===== config.mk =====
export PLATFORM = sky130hd
export DESIGN_NAME = nibble_serial_adder_ctrl
export DESIGN_NICKNAME = d
export VERILOG_FILES = /design/src/rtl/nibble_serial_adder_ctrl.sv
export SDC_FILE = /design/constraint.sdc
export NUM_CORES = 1
export LEC_CHECK = 0
export CELL_PAD_IN_SITES_DETAIL_PLACEMENT = 0
export CELL_PAD_IN_SITES_GLOBAL_PLACEMENT = 1
export CORE_MARGIN = 2
export CORE_UTILIZATION = 40
export CTS_CLUSTER_DIAMETER = 60
export DETAILED_ROUTE_END_ITERATION = 8
export DONT_BUFFER_PORTS = 1
export HOLD_SLACK_MARGIN = 0.03
export PLACE_DENSITY = 0.66
export SLEW_MARGIN = 0
export SYNTH_ARGS = -nofsm -noshare
export SYNTH_HDL_FRONTEND = slang
export SYNTH_SLANG_ARGS = --single-unit
export TNS_END_PERCENT = 10

===== constraint.sdc =====
create_clock -name clk -period 2.15 [get_ports clk]
set_input_delay 0.1075 -clock clk [delete_from_list [all_inputs] [get_ports clk]]
set_output_delay 0.1075 -clock clk [all_outputs]
set_load 0.01 [all_outputs]

===== src/rtl/nibble_serial_adder_ctrl.sv =====
// Multi-precision adder sequencer around an external 4-bit ripple-carry adder, LS nibble first.
// Optional ADD_SUB_EN adds a 'sub' input (A-B via inverted B, carry-in 1) and an 'ovf' output.
`timescale 1ns/1ps
module nibble_serial_adder_ctrl #(
   parameter int unsigned NIBBLES = 4
) (
   input  logic                   clk,
   input  logic                   rst_n,
   input  logic                   start,
   input  logic [4*NIBBLES-1:0]   op_a,
   input  logic [4*NIBBLES-1:0]   op_b,
   input  logic                   c_in,
`ifdef ADD_SUB_EN
   input  logic                   sub,
`endif
   output logic                   busy,
   output logic                   done,
   output logic [4*NIBBLES-1:0]   result,
   output logic                   c_out,
`ifdef ADD_SUB_EN
   output logic                   ovf,
`endif
   output logic [3:0]             add_x,
   output logic [3:0]             add_y,
   output logic                   add_z,
   input  logic [3:0]             add_s,
   input  logic                   add_c
);

   localparam int unsigned W    = 4 * NIBBLES;
   localparam int unsigned IDXW = $clog2(NIBBLES + 1);

   typedef enum logic [1:0] {
      IDLE = 2'd0,
      RUN  = 2'd1,
      DONE = 2'd2
   } state_t;

   state_t            state_q, state_d;
   logic [IDXW-1:0]   idx_q, idx_d;
   logic [W-1:0]      a_q, a_d;
   logic [W-1:0]      b_q, b_d;
   logic              cy_q, cy_d;
   logic [W-1:0]      res_d;
   logic              cout_d;
   logic              busy_d;
   logic              done_d;
   logic              sub_q;
   logic [3:0]        nib_a;
   logic [3:0]        nib_b;
   logic [3:0]        nib_y;

`ifdef ADD_SUB_EN
   logic              sub_d;
   logic              ovf_d;
`else
   assign sub_q = 1'b0;
`endif

   // Next-state, register next values and adder drive
   always_comb begin
      state_d = state_q;
      idx_d   = idx_q;
      a_d     = a_q;
      b_d     = b_q;
      cy_d    = cy_q;
      res_d   = result;
      cout_d  = c_out;
      busy_d  = 1'b0;
      done_d  = 1'b0;
      nib_a   = 4'd0;
      nib_b   = 4'd0;
      add_x   = 4'd0;
      add_y   = 4'd0;
      add_z   = 1'b0;
`ifdef ADD_SUB_EN
      sub_d   = sub_q;
      ovf_d   = ovf;
`endif

      for (int unsigned k = 0; k < NIBBLES; k++) begin
         if (idx_q == IDXW'(k)) begin
            nib_a = a_q[4*k +: 4];
            nib_b = b_q[4*k +: 4];
         end
      end
      // Subtraction feeds the one's complement of B; the +1 comes from the initial carry
      nib_y = nib_b ^ {4{sub_q}};

      case (state_q)
         IDLE, DONE: begin
            if (start) begin
               state_d = RUN;
               a_d     = op_a;
               b_d     = op_b;
               idx_d   = '0;
               res_d   = '0;
               cout_d  = 1'b0;
               busy_d  = 1'b1;
`ifdef ADD_SUB_EN
               sub_d   = sub;
               cy_d    = sub ? 1'b1 : c_in;
               ovf_d   = 1'b0;
`else
               cy_d    = c_in;
`endif
            end else begin
               state_d = IDLE;
            end
         end
         RUN: begin
            add_x = nib_a;
            add_y = nib_y;
            add_z = cy_q;
            for (int unsigned k = 0; k < NIBBLES; k++) begin
               if (idx_q == IDXW'(k)) begin
                  res_d[4*k +: 4] = add_s;
               end
            end
            cy_d  = add_c;
            idx_d = idx_q + IDXW'(1);
            if (idx_q == IDXW'(NIBBLES - 1)) begin
               state_d = DONE;
               cout_d  = add_c;
               done_d  = 1'b1;
`ifdef ADD_SUB_EN
               // Carry into the MSB is recovered from its sum bit and operand bits
               ovf_d   = (add_s[3] ^ nib_a[3] ^ nib_y[3]) ^ add_c;
`endif
            end else begin
               busy_d  = 1'b1;
            end
         end
         default: state_d = IDLE;
      endcase
   end

   // State and datapath registers
   always_ff @(posedge clk or negedge rst_n) begin
      if (!rst_n) begin
         state_q <= IDLE;
         idx_q   <= '0;
         a_q     <= '0;
         b_q     <= '0;
         cy_q    <= 1'b0;
         result  <= '0;
         c_out   <= 1'b0;
         busy    <= 1'b0;
         done    <= 1'b0;
      end else begin
         state_q <= state_d;
         idx_q   <= idx_d;
         a_q     <= a_d;
         b_q     <= b_d;
         cy_q    <= cy_d;
         result  <= res_d;
         c_out   <= cout_d;
         busy    <= busy_d;
         done    <= done_d;
      end
   end

`ifdef ADD_SUB_EN
   // Subtract mode and overflow flag
   always_ff @(posedge clk or negedge rst_n) begin
      if (!rst_n) begin
         sub_q <= 1'b0;
         ovf   <= 1'b0;
      end else begin
         sub_q <= sub_d;
         ovf   <= ovf_d;
      end
   end
`endif

endmodule


* Word-level counts from Yosys, hierarchy flattened
Cells that the tools add are included.
Storage, ports and cells: flip-flop bits (word level) 57, output and inout port bits 28
Cells by class: add/subtract/negate cells 1, eq/ne operators 10, multiplexer cells 32, reduce and logical (&&, ||, !) cells 10
Operators with widths (number):
- 2-to-1 mux 4 bit | 14
- case mux 16 bit (2 select lines) | 1
- 2-to-1 mux 16 bit | 1
- AND reduction 3 bit | 4
- != test 2 bit (second input constant) | 5
- 2-to-1 mux 1 bit | 9
- == test 3 x 2 -> 1 bit (second input constant) | 2
- case mux 1 bit (2 select lines) | 3
- case mux 3 bit (2 select lines) | 1
- case mux 2 bit (2 select lines) | 1
- AND reduction 2 bit | 2
- adder 3 x 1 -> 3 bit (second input constant) | 1
- == test 3 x 1 -> 1 bit (second input constant) | 1
- logical NOT 3 bit | 1
- 2-to-1 mux 3 bit | 1
- == test 2 x 1 -> 1 bit (second input constant) | 1
- == test 2 bit (second input constant) | 1
- logical NOT 2 bit | 1
- 2-to-1 mux 2 bit | 1
- nonzero test 2 bit | 1
- OR reduction 2 bit | 1

* Logic depth before layout (Yosys ltp)
Gate-level depths: netlist (run 1).
depth in word-level cells 6, gate-level depth with buffers 7, depth with buffers taken out 5

* Least setup slack after synthesis (run 1)
OpenSTA, ideal clock, no wires.
path type reg-to-reg, from register idx_q[0], to register c_out, arrival time 1.385 ns, data required time 2.024 ns, path slack 0.639 ns, cell stages (with the launch flop) 8, path buffers 2, clock period less this slack 1.511 ns, path through dfrtp_1 -> ha_1 -> ha_1 -> and3b_1 -> buf_6 -> buf_8 -> nand2_1 -> o21ai_0
Between the ends: cells in the longest elaborated chain, start to end 3
Ends and longest elaborated chain:
- start: declaration | RTL line 40 | logic [IDXW-1:0] idx_q, idx_d;
- start signal: assignment | RTL line 152 | idx_q <= idx_d;
- == test 3 x 2 -> 1 bit | RTL line 122 | if (idx_q == IDXW'(NIBBLES - 1)) begin
- != test 2 bit (no source line)
- AND reduction 3 bit (no source line)
- end signal: assignment | RTL line 157 | c_out <= cout_d;
- end: declaration | RTL line 19 | output logic c_out,
Every way passes these cells. A chain may end at the register's enable or synchronous reset.

* Worst setup path in the final report (run 1)
from register idx_q[0], to output port add_x[2]
Between the ends: cells in the longest elaborated chain, start to end 6, elaborated cells between the ends (all ways) 9
Ends and longest elaborated chain:
- logical NOT 3 bit | RTL line 82 | if (idx_q == IDXW'(k)) begin
- 2-to-1 mux 4 bit (3 in series) | RTL line 82
- 2-to-1 mux 4 bit (*) | RTL line 82
- 2-to-1 mux 4 bit (*) | RTL line 90 | case (state_q)
- end: declaration | RTL line 23 | output logic [3:0] add_x,
Every way passes the cells marked *; elsewhere a longest branch is shown, timed or not.

==> results of run 1 <==
==> cell families after synthesis <==
logic type                 after synthesis
AOI/OAI and AO/OA                       48
xor gates and xnor gates                 1
adders and majority gates                5
buffers and inverters                   24
DFF                                     57
muxes                                    1
and+or+nand+nor                        161
==> cell type report <==
type | instances | area, sq um | share of cell area (%)
clock buffers | 10 | 127.6 | 3.929
clock inverters | 6 | 35.03 | 1.079
inverters | 3 | 11.26 | 0.3467
multi-input cells | 216 | 1066 | 32.82
flip-flops and latches | 57 | 1426 | 43.91
well taps | 77 | 96.34 | 2.966
repair buffers | 47 | 485.5 | 14.95
==> what timing repair did <==
| action | 4_1_cts | 5_1_grt |
|---|---|---|
| hold buffers | 41 | 0 |
| pin swaps | 0 | 1 |
| setup endpoints to repair | 8 | 8 |
| endpoints found under the hold margin | 108 | 0 |
| resized for setup | 1 | 0 |
| setup buffers | 0 | 0 |
==> placed cells by master, fill, tap and decap left out, types with 2 or more instances in the layout <==
cell type      count
clkinvlp_4         2
dfrtp_1           57
nand2_1          140
nand2b_1           8
clkbuf_8           9
o31ai_1            2
clkinv_2           4
nor4bb_1           2
buf_4              5
a21oi_1            9
nor2b_1            2
dlygate4sd3_1     40
o21ai_0           28
a32o_1             8
ha_1               5
inv_1              3
==> worst min-delay path, stage by stage <==
cell      delay (ns)
nor2b_1         0.09
a211oi_1        0.05
a21oi_1         0.10
==> state kept, by name, summed over array words and instances (netlist names) <==
signal	cells
busy	1
state_q	2
a_q	16
c_out	1
cy_q	1
result	16
done	1
b_q	16
idx_q	3
==> worst paths after layout <==
check | endpoint | depth (start not counted) | start | slack, ns
setup / recovery | add_x[2] | 4 | idx_q[0]$_DFFE_PN0P_ | 0.13
setup reg to reg | result[2]$_DFFE_PN0P_ | 5 | idx_q[0]$_DFFE_PN0P_ | 0.46
hold / removal | cy_q$_DFFE_PN0P_ | 3 | start | 0.07
hold reg to reg | b_q[9]$_DFFE_PN0P_ | 2 | b_q[9]$_DFFE_PN0P_ | 0.47
min in group asynchronous | result[15]$_DFFE_PN0P_ | 2 | rst_n | 0.31
max in group asynchronous | b_q[14]$_DFFE_PN0P_ | 2 | rst_n | 1.60
==> report_power, final <==
group / leakage (nW) / total (mW) / internal [mW] / switching (mW)
registers: 0.721 / 1.97 / 1.57 / 0.397
clock network: 0.0818 / 0.843 / 0.409 / 0.434
logic: 0.730 / 1.61 / 0.658 / 0.951
total: 1.53 / 4.42 / 2.64 / 1.78
==> layer usage <==
metal,part of all wire (%),GRT usage (%),vias to the layer above
met1,48,24.58,963
met5,0,0,-
li1,-,-,1031
met3,5.2,5.545,4
met4,0.84,6.494,0
met2,46,27.41,46
==> results.toml, run 1 <==
[outcome]
outcome = "finished clean"

[final_layout]
final_core_util_pct = 51.15
design_area_sq_um = 3248
finalNonFillerCells = 416
drive_gt1_share_pct = 7.965
fillCellCount = 603
antennaDiodeCount = 0
nets = 380
syn2layout_area_growth_pct = 23.38

[floorplanning]
start_util_pct = 41.46
fp.dieW_microns = 85.13
rows = 29
dieHeight_microns = 85.13
coreArea_sq_um = 6350
pin_count = 69
die_area_sq_um = 7246

[timing]
max-slew-margin-rel_pct = 68.84
fin_crit_sh_pct = 93.87
finalHoldViolCount = 0
rsz0062_at_grt = "false"
fin_ws_ns = 0.1318
period_needed_ns = 2.018
setup_viol = 0
tightest_slew_ns = 0.4658
drv_slew = 0
max_clock_freq_mhz = 495.5
timing.setup.tns_ns = 0
clock_skew_ns = 0.003687
whs_ns = 0.06910

[logic_synthesis]
avgSynthCellArea_sq_um = 8.864
async_reset_ff_share_pct = 100.0
synth_cell_type_count = 26
synth_edf_count = 0
ys_ff_latch = 57
synth_fa_ha_area_share_pct = 2.376
syn_inst = 297
ys.flop_type = "dfrtp_1"
netlist.area_leader.share_pct = 54.18
synth-seq-area-share_pct = 54.18
synth_nets = 343
yosysTopAreaCell = "dfrtp_1"
yosys-top-cells-count = "nand2_1, dfrtp_1, o21ai_0"
synth.cell_area_sq_um = 2633
yosys.area_share.simple_pct = 26.33
synth_mux_area_share_pct = 0.3802
synth-xor-area-share_pct = 0.3327
ys_warn_count = 0
synth_top_family_by_area = "simple AND/OR/NAND/NOR gates"
synth-compound-area-share_pct = 10.93
synth_most_common_cell = "nand2_1"
synth.area.top_cells = "dfrtp_1, nand2_1, o21ai_0"

[critical_path]
crit_path_max_incr_delay_ns = 0.42
required_ns = 2.04
criticalPathCategory = "flop to primary output"
crit_fanout = 8
crit_top_cell = "ha_1"
end_kind = "primary output"
crit_family = "adder cells"
slowest_stage = "dfrtp_1"
cp.arrival_ns = 1.91
cp_cell_sequence = "ha_1, ha_1, nor3_4, a32o_1"
path_buf_inv = 0
cp-start-kind = "flop"

[routing]
vias = 2044
drc = 0
first_pass_iters = 4
wire_per_inst_microns = 14.62
drt_iter0_drc = 76
ant_nets = 0
drt-total-wl_microns = 6082
viasPerCell = 4.913

[global_routing]
grt_antenna_before_repair = 0
grt.total_usage_pct = 18.08
grt_pass1_vias = 2061
grt_pass1_wl_microns = 10160
grt_start_max_net_pins = 58
overflow = 0

[place]
finalWeightedCongestion = 0.7417
dp_worst_setup_slack_ns = 0.2393
placed_cells = 359
placed_cell_area_sq_um = 2656
port_buffers = 0
hpwl_microns = 3857

[cts]
cts_tree = "done"
cts_root_buffer = "clkbuf_8"
path_clk_slew_ns = 0.07
cts_sinks = 57
cts_buffer_depth = 2
cts-htree-levels = 3
clk_latency_ns = 0.33
cts_buffers = 9

[power_and_ir_drop]
p_leak_nw = 1.532
ir_drop_uv = 592.7
power.density_nw_per_um2 = 1361
power_mw = 4.420

[hold_path]
hp-class = "primary input to flop"

[run]
maxCapViolCount = 0
Note: power is estimated with default switching activity, not from simulation.
==> run 2: changes to the inputs <==
==> constraint.sdc (replaced) <==
create_clock -name clk -period 2.15 [get_ports clk]
set_input_delay 0.43 -clock clk [delete_from_list [all_inputs] [get_ports clk]]
set_output_delay 0.43 -clock clk [all_outputs]
set_load 0.01 [all_outputs]
==> results.toml, run 2 (same netlist as run 1, synthesis figures left out) <==
[critical_path]
cp-start-kind = "flop"
criticalPathCategory = "flop to primary output"
cp.arrival_ns = 1.71
reg2reg_from = "idx_q[0]$_DFFE_PN0P_"
rrSetupSlack_ns = 0.61
reg2reg_to = "result[2]$_DFFE_PN0P_"
reg2reg_depth = 5
required_ns = 1.72
crit_fanout = 5
end_kind = "primary output"

[routing]
vias = 1972
drt_iter0_drc = 114
route.met3.wl_microns = 401
wl_met2_microns = 2858
drc = 0
viasPerCell = 5.069
highest_layer = "met4"
wl_met1_microns = 3018
drt-total-wl_microns = 6339
ant_nets = 0
first_pass_iters = 4
wire_per_inst_microns = 16.30

[outcome]
outcome = "finished clean"

[global_routing]
grt_pass1_vias = 1978
grt_antenna_before_repair = 0
grt.total_usage_pct = 18.34
overflow = 0
grt_pass1_wl_microns = 10260
grt_start_max_net_pins = 58

[floorplanning]
fp.dieW_microns = 85.13
dieHeight_microns = 85.13
pin_count = 69
die_area_sq_um = 7246
rows = 29
coreArea_sq_um = 6350
start_util_pct = 41.46

[final_layout]
syn2layout_area_growth_pct = 16.59
top_regs = "a_q (16), b_q (16), result (16)"
nets = 353
drive_gt1_share_pct = 17.95
finalNonFillerCells = 389
antennaDiodeCount = 0
seq_area_sq_um = 1426
final_cell_mix = "nand2_1, dfrtp_1, o21ai_0"
final_common_cell = "nand2_1"
fillCellCount = 649
multiInputGateArea_sq_um = 1106
final_core_util_pct = 48.34
design_area_sq_um = 3069

[place]
dp_worst_setup_slack_ns = -0.01657
finalWeightedCongestion = 0.7797
hpwl_microns = 4004
placed_cell_area_sq_um = 2694
port_buffers = 0
placed_cells = 364

[cts]
path_clk_slew_ns = 0.06
cts-htree-levels = 3
cts_root_buffer = "clkbuf_8"
cts_sinks = 57
cts_buffers = 9
clk_latency_ns = 0.34
cts_tree = "done"
cts_buffer_depth = 2

[power_and_ir_drop]
power_mw = 4.996
power.density_nw_per_um2 = 1628
p_leak_nw = 1.506
ir_drop_uv = 647.8

[timing]
setup_viol = 0
max-slew-margin-rel_pct = 72.71
clock_skew_ns = 0.007399
rsz0062_at_grt = "true"
fin_ws_ns = 0.008188
tightest_slew_ns = 0.4094
timing.setup.tns_ns = 0
max_clock_freq_mhz = 466.9
whs_ns = 0.1873
drv_slew = 0
fin_crit_sh_pct = 99.62
finalHoldViolCount = 0
period_needed_ns = 2.142

[hold_path]
min_to = "idx_q[0]$_DFFE_PN0P_"
hp-class = "primary input to flop"
worstHoldStart = "start"
holdPathStages = 1

[run]
maxCapViolCount = 0
-- run 2: critical path: stages, from the launching register on --
cell     delay [ns]
dfrtp_1        0.42
ha_2           0.21
ha_4           0.18
nor3_4         0.20
buf_6          0.15
a32o_2         0.21
-- run 2: power breakdown --
part | switching [mW] | internal [mW]
Combinational | 1.06 | 0.825
Clock | 0.445 | 0.711
Sequential | 0.381 | 1.57
Total | 1.89 | 3.11
-- run 2: worst max path at each step --
stage | endpoint | start | slack [ns] | cells past startpoint
final | add_y[3] | idx_q[0]$_DFFE_PN0P_ | 0.008 | 5
after detailed placement | add_y[3] | idx_q[0]$_DFFE_PN0P_ | -0.02 | 4
after global routing | add_y[3] | idx_q[0]$_DFFE_PN0P_ | -0.08 | 6
after CTS | add_y[3] | idx_q[0]$_DFFE_PN0P_ | -0.008 | 5
after global placement | add_y[3] | idx_q[0]$_DFFE_PN0P_ | 0.06 | 4
after floorplan | add_x[0] | idx_q[0]$_DFFE_PN0P_ | 0.33 | 5
-- run 2: per-layer routing --
metal,track usage [%],up-vias
met5,0,-
met4,5.628,0
met3,6.712,5
met2,26.99,49
met1,25.38,937
li1,-,981
-- run 2: what timing repair did --
action / CTS / global route
endpoints found under the hold margin: 57 / 0
pin swaps: 9 / 1
buffers inserted: 6 / 0
setup endpoints to repair: 8 / 8
resized for setup: 21 / 9
hold buffers: 2 / 0
cloned: 0 / 1
-- run 2: area by class of cell --
type	instances	area share, %
clock inverter	5	2.528
sequential	57	46.47
tap	77	3.139
multi-input combinational	216	36.04
timing repair buffer	20	6.523
inverter	3	0.3669
clock buffer	11	4.933
==> run 3: changes to the inputs <==
Settings changed: PLACE_DENSITY 0.66 to default, PLACE_DENSITY_LB_ADDON from default to 0.1, REMOVE_ABC_BUFFERS from default to 1.
==> results.toml, run 3 (same netlist as run 1, synthesis figures left out) <==
[outcome]
outcome = "finished, violations left"
violations = "negative setup slack"

[timing]
clock_skew_ns = 0.007973
finalHoldViolCount = 0
timing.setup.tns_ns = -0.1778
rsz0062_at_grt = "true"
max-slew-margin-rel_pct = 59.53
fin_ws_ns = -0.02764
setup_viol = 8
tightest_slew_ns = 0.6071
period_needed_ns = 2.178
fin_crit_sh_pct = 101.3
drv_slew = 0
max_clock_freq_mhz = 459.2

[power_and_ir_drop]
p_int_mw = 2.907
p_leak_nw = 1.486
pwr-share-comb_pct = 37.9
power.density_nw_per_um2 = 1559
clkPwrFrac_pct = 20.1
power_switching_mw = 1.812
ir_drop_uv = 659.6
sw_frac_of_total_pct = 38.40
pwr-share-seq_pct = 42.1

[critical_path]
cp-start-kind = "flop"
end_kind = "primary output"
criticalPathCategory = "flop to primary output"
crit_fanout = 7
cp.arrival_ns = 1.75
required_ns = 1.72
cp_cell_sequence = "ha_2, ha_4, and3b_2, buf_6, a32o_2"
slowest_stage = "dfrtp_1"
crit_path_max_incr_delay_ns = 0.42

[global_routing]
grt.total_usage_pct = 17.80
grt_start_max_net_pins = 58
grt_pass1_vias = 1960
overflow = 0
grt_antenna_before_repair = 0
grt_pass1_wl_microns = 10010

[floorplanning]
coreArea_sq_um = 6350
pin_count = 69
start_util_pct = 41.46
fp.dieW_microns = 85.13
die_area_sq_um = 7246
dieHeight_microns = 85.13
rows = 29

[place]
dp_worst_setup_slack_ns = 0.1748
hpwl_microns = 3850
placed_cell_area_sq_um = 2689
finalWeightedCongestion = 0.7459
port_buffers = 0
placed_cells = 365

[final_layout]
drive_gt1_share_pct = 17.42
top_regs = "a_q (16), b_q (16), result (16)"
seq_area_sq_um = 1426
syn2layout_area_growth_pct = 15.02
final_core_util_pct = 47.68
fillCellCount = 613
design_area_sq_um = 3028
final_common_cell = "nand2_1"
finalNonFillerCells = 387
nets = 351
final_cell_mix = "nand2_1, dfrtp_1, o21ai_0"
multiInputGateArea_sq_um = 1121
antennaDiodeCount = 0

[cts]
cts_tree = "done"
cts_root_buffer = "clkbuf_8"
cts_buffer_depth = 2
cts_sinks = 57
cts-htree-levels = 3
cts_buffers = 9
clk_latency_ns = 0.33
path_clk_slew_ns = 0.06

[routing]
drt-total-wl_microns = 5916
vias = 1917
drc = 0
viasPerCell = 4.953
drt_iter0_drc = 87
ant_nets = 0
wire_per_inst_microns = 15.29
first_pass_iters = 4

[run]
maxCapViolCount = 0

[hold_path]
hp-class = "primary input to flop"
## run 3: worst paths after layout
path / startpoint / to / slack, ns / cells after the start
worst max-delay path: idx_q[0]$_DFFE_PN0P_ / add_x[3] / -0.03 / 5
worst min-delay path: start / idx_q[0]$_DFFE_PN0P_ / 0.20 / 1
worst max register to register: state_q[0]$_DFFE_PN0N_ / a_q[9]$_DFFE_PN0P_ / 0.47 / 4
worst min register to register: b_q[11]$_DFFE_PN0P_ / b_q[11]$_DFFE_PN0P_ / 0.47 / 2
max in group asynchronous: rst_n / a_q[8]$_DFFE_PN0P_ / 1.26 / 2
min in group asynchronous: rst_n / result[10]$_DFFE_PN0P_ / 0.65 / 2
## run 3: area by class of cell
cell class / instances / area share, %
Clock buffer: 14 / 6.033
Clock inverter: 2 / 0.3306
Inverter: 3 / 0.3719
Multi-Input combinational cell: 216 / 37.03
Sequential cell: 57 / 47.11
Tap cell: 77 / 3.182
Timing Repair Buffer: 18 / 5.950
## run 3: what timing repair did
| action | 4_1_cts | 5_1_grt |
|---|---|---|
| endpoints found under the hold margin | 57 | 0 |
| hold buffers | 2 | 0 |
| pin swaps | 5 | 5 |
| setup endpoints to repair | 8 | 8 |
| gates resized for setup | 20 | 13 |
| buffers inserted | 4 | 0 |
## run 3: critical path, delay by kind of cell, from the launching register on
kind	cells	cell delay [ns]
buffers and inverters	1	0.14
adders and majority gates	2	0.39
and+or+nand+nor	1	0.23
AOI/OAI and AO/OA	1	0.25
DFF	1	0.42
## run 3: layer usage
layer  GRT usage, %  routed length (microns)  up-vias
met5              0                        0        -
met3          6.518                      397       13
met2          27.06                     2751       57
li1               -                        -      975
met4          7.359                      112        0
met1          23.01                     2654      872
## run 3: stage by stage
step | power [mW] | hold slack (ns)
after floorplan | 3.045 | 0.1344
after global placement | 3.550 | 0.1361
after detailed placement | 3.581 | 0.1359
after CTS | 4.710 | 0.1833
after global routing | 5.149 | 0.1831
final | 4.719 | 0.1972
## run 3: power groups by stage
stage               combinational [mW]  sequential (mW)  clock, mW
finish                            1.79             1.99      0.947
global route                      2.06             2.06       1.03
CTS                               1.75             1.98      0.985
detailed placement                1.58             2.00          0
global placement                  1.55             2.00          0
floorplan                         1.14             1.90          0
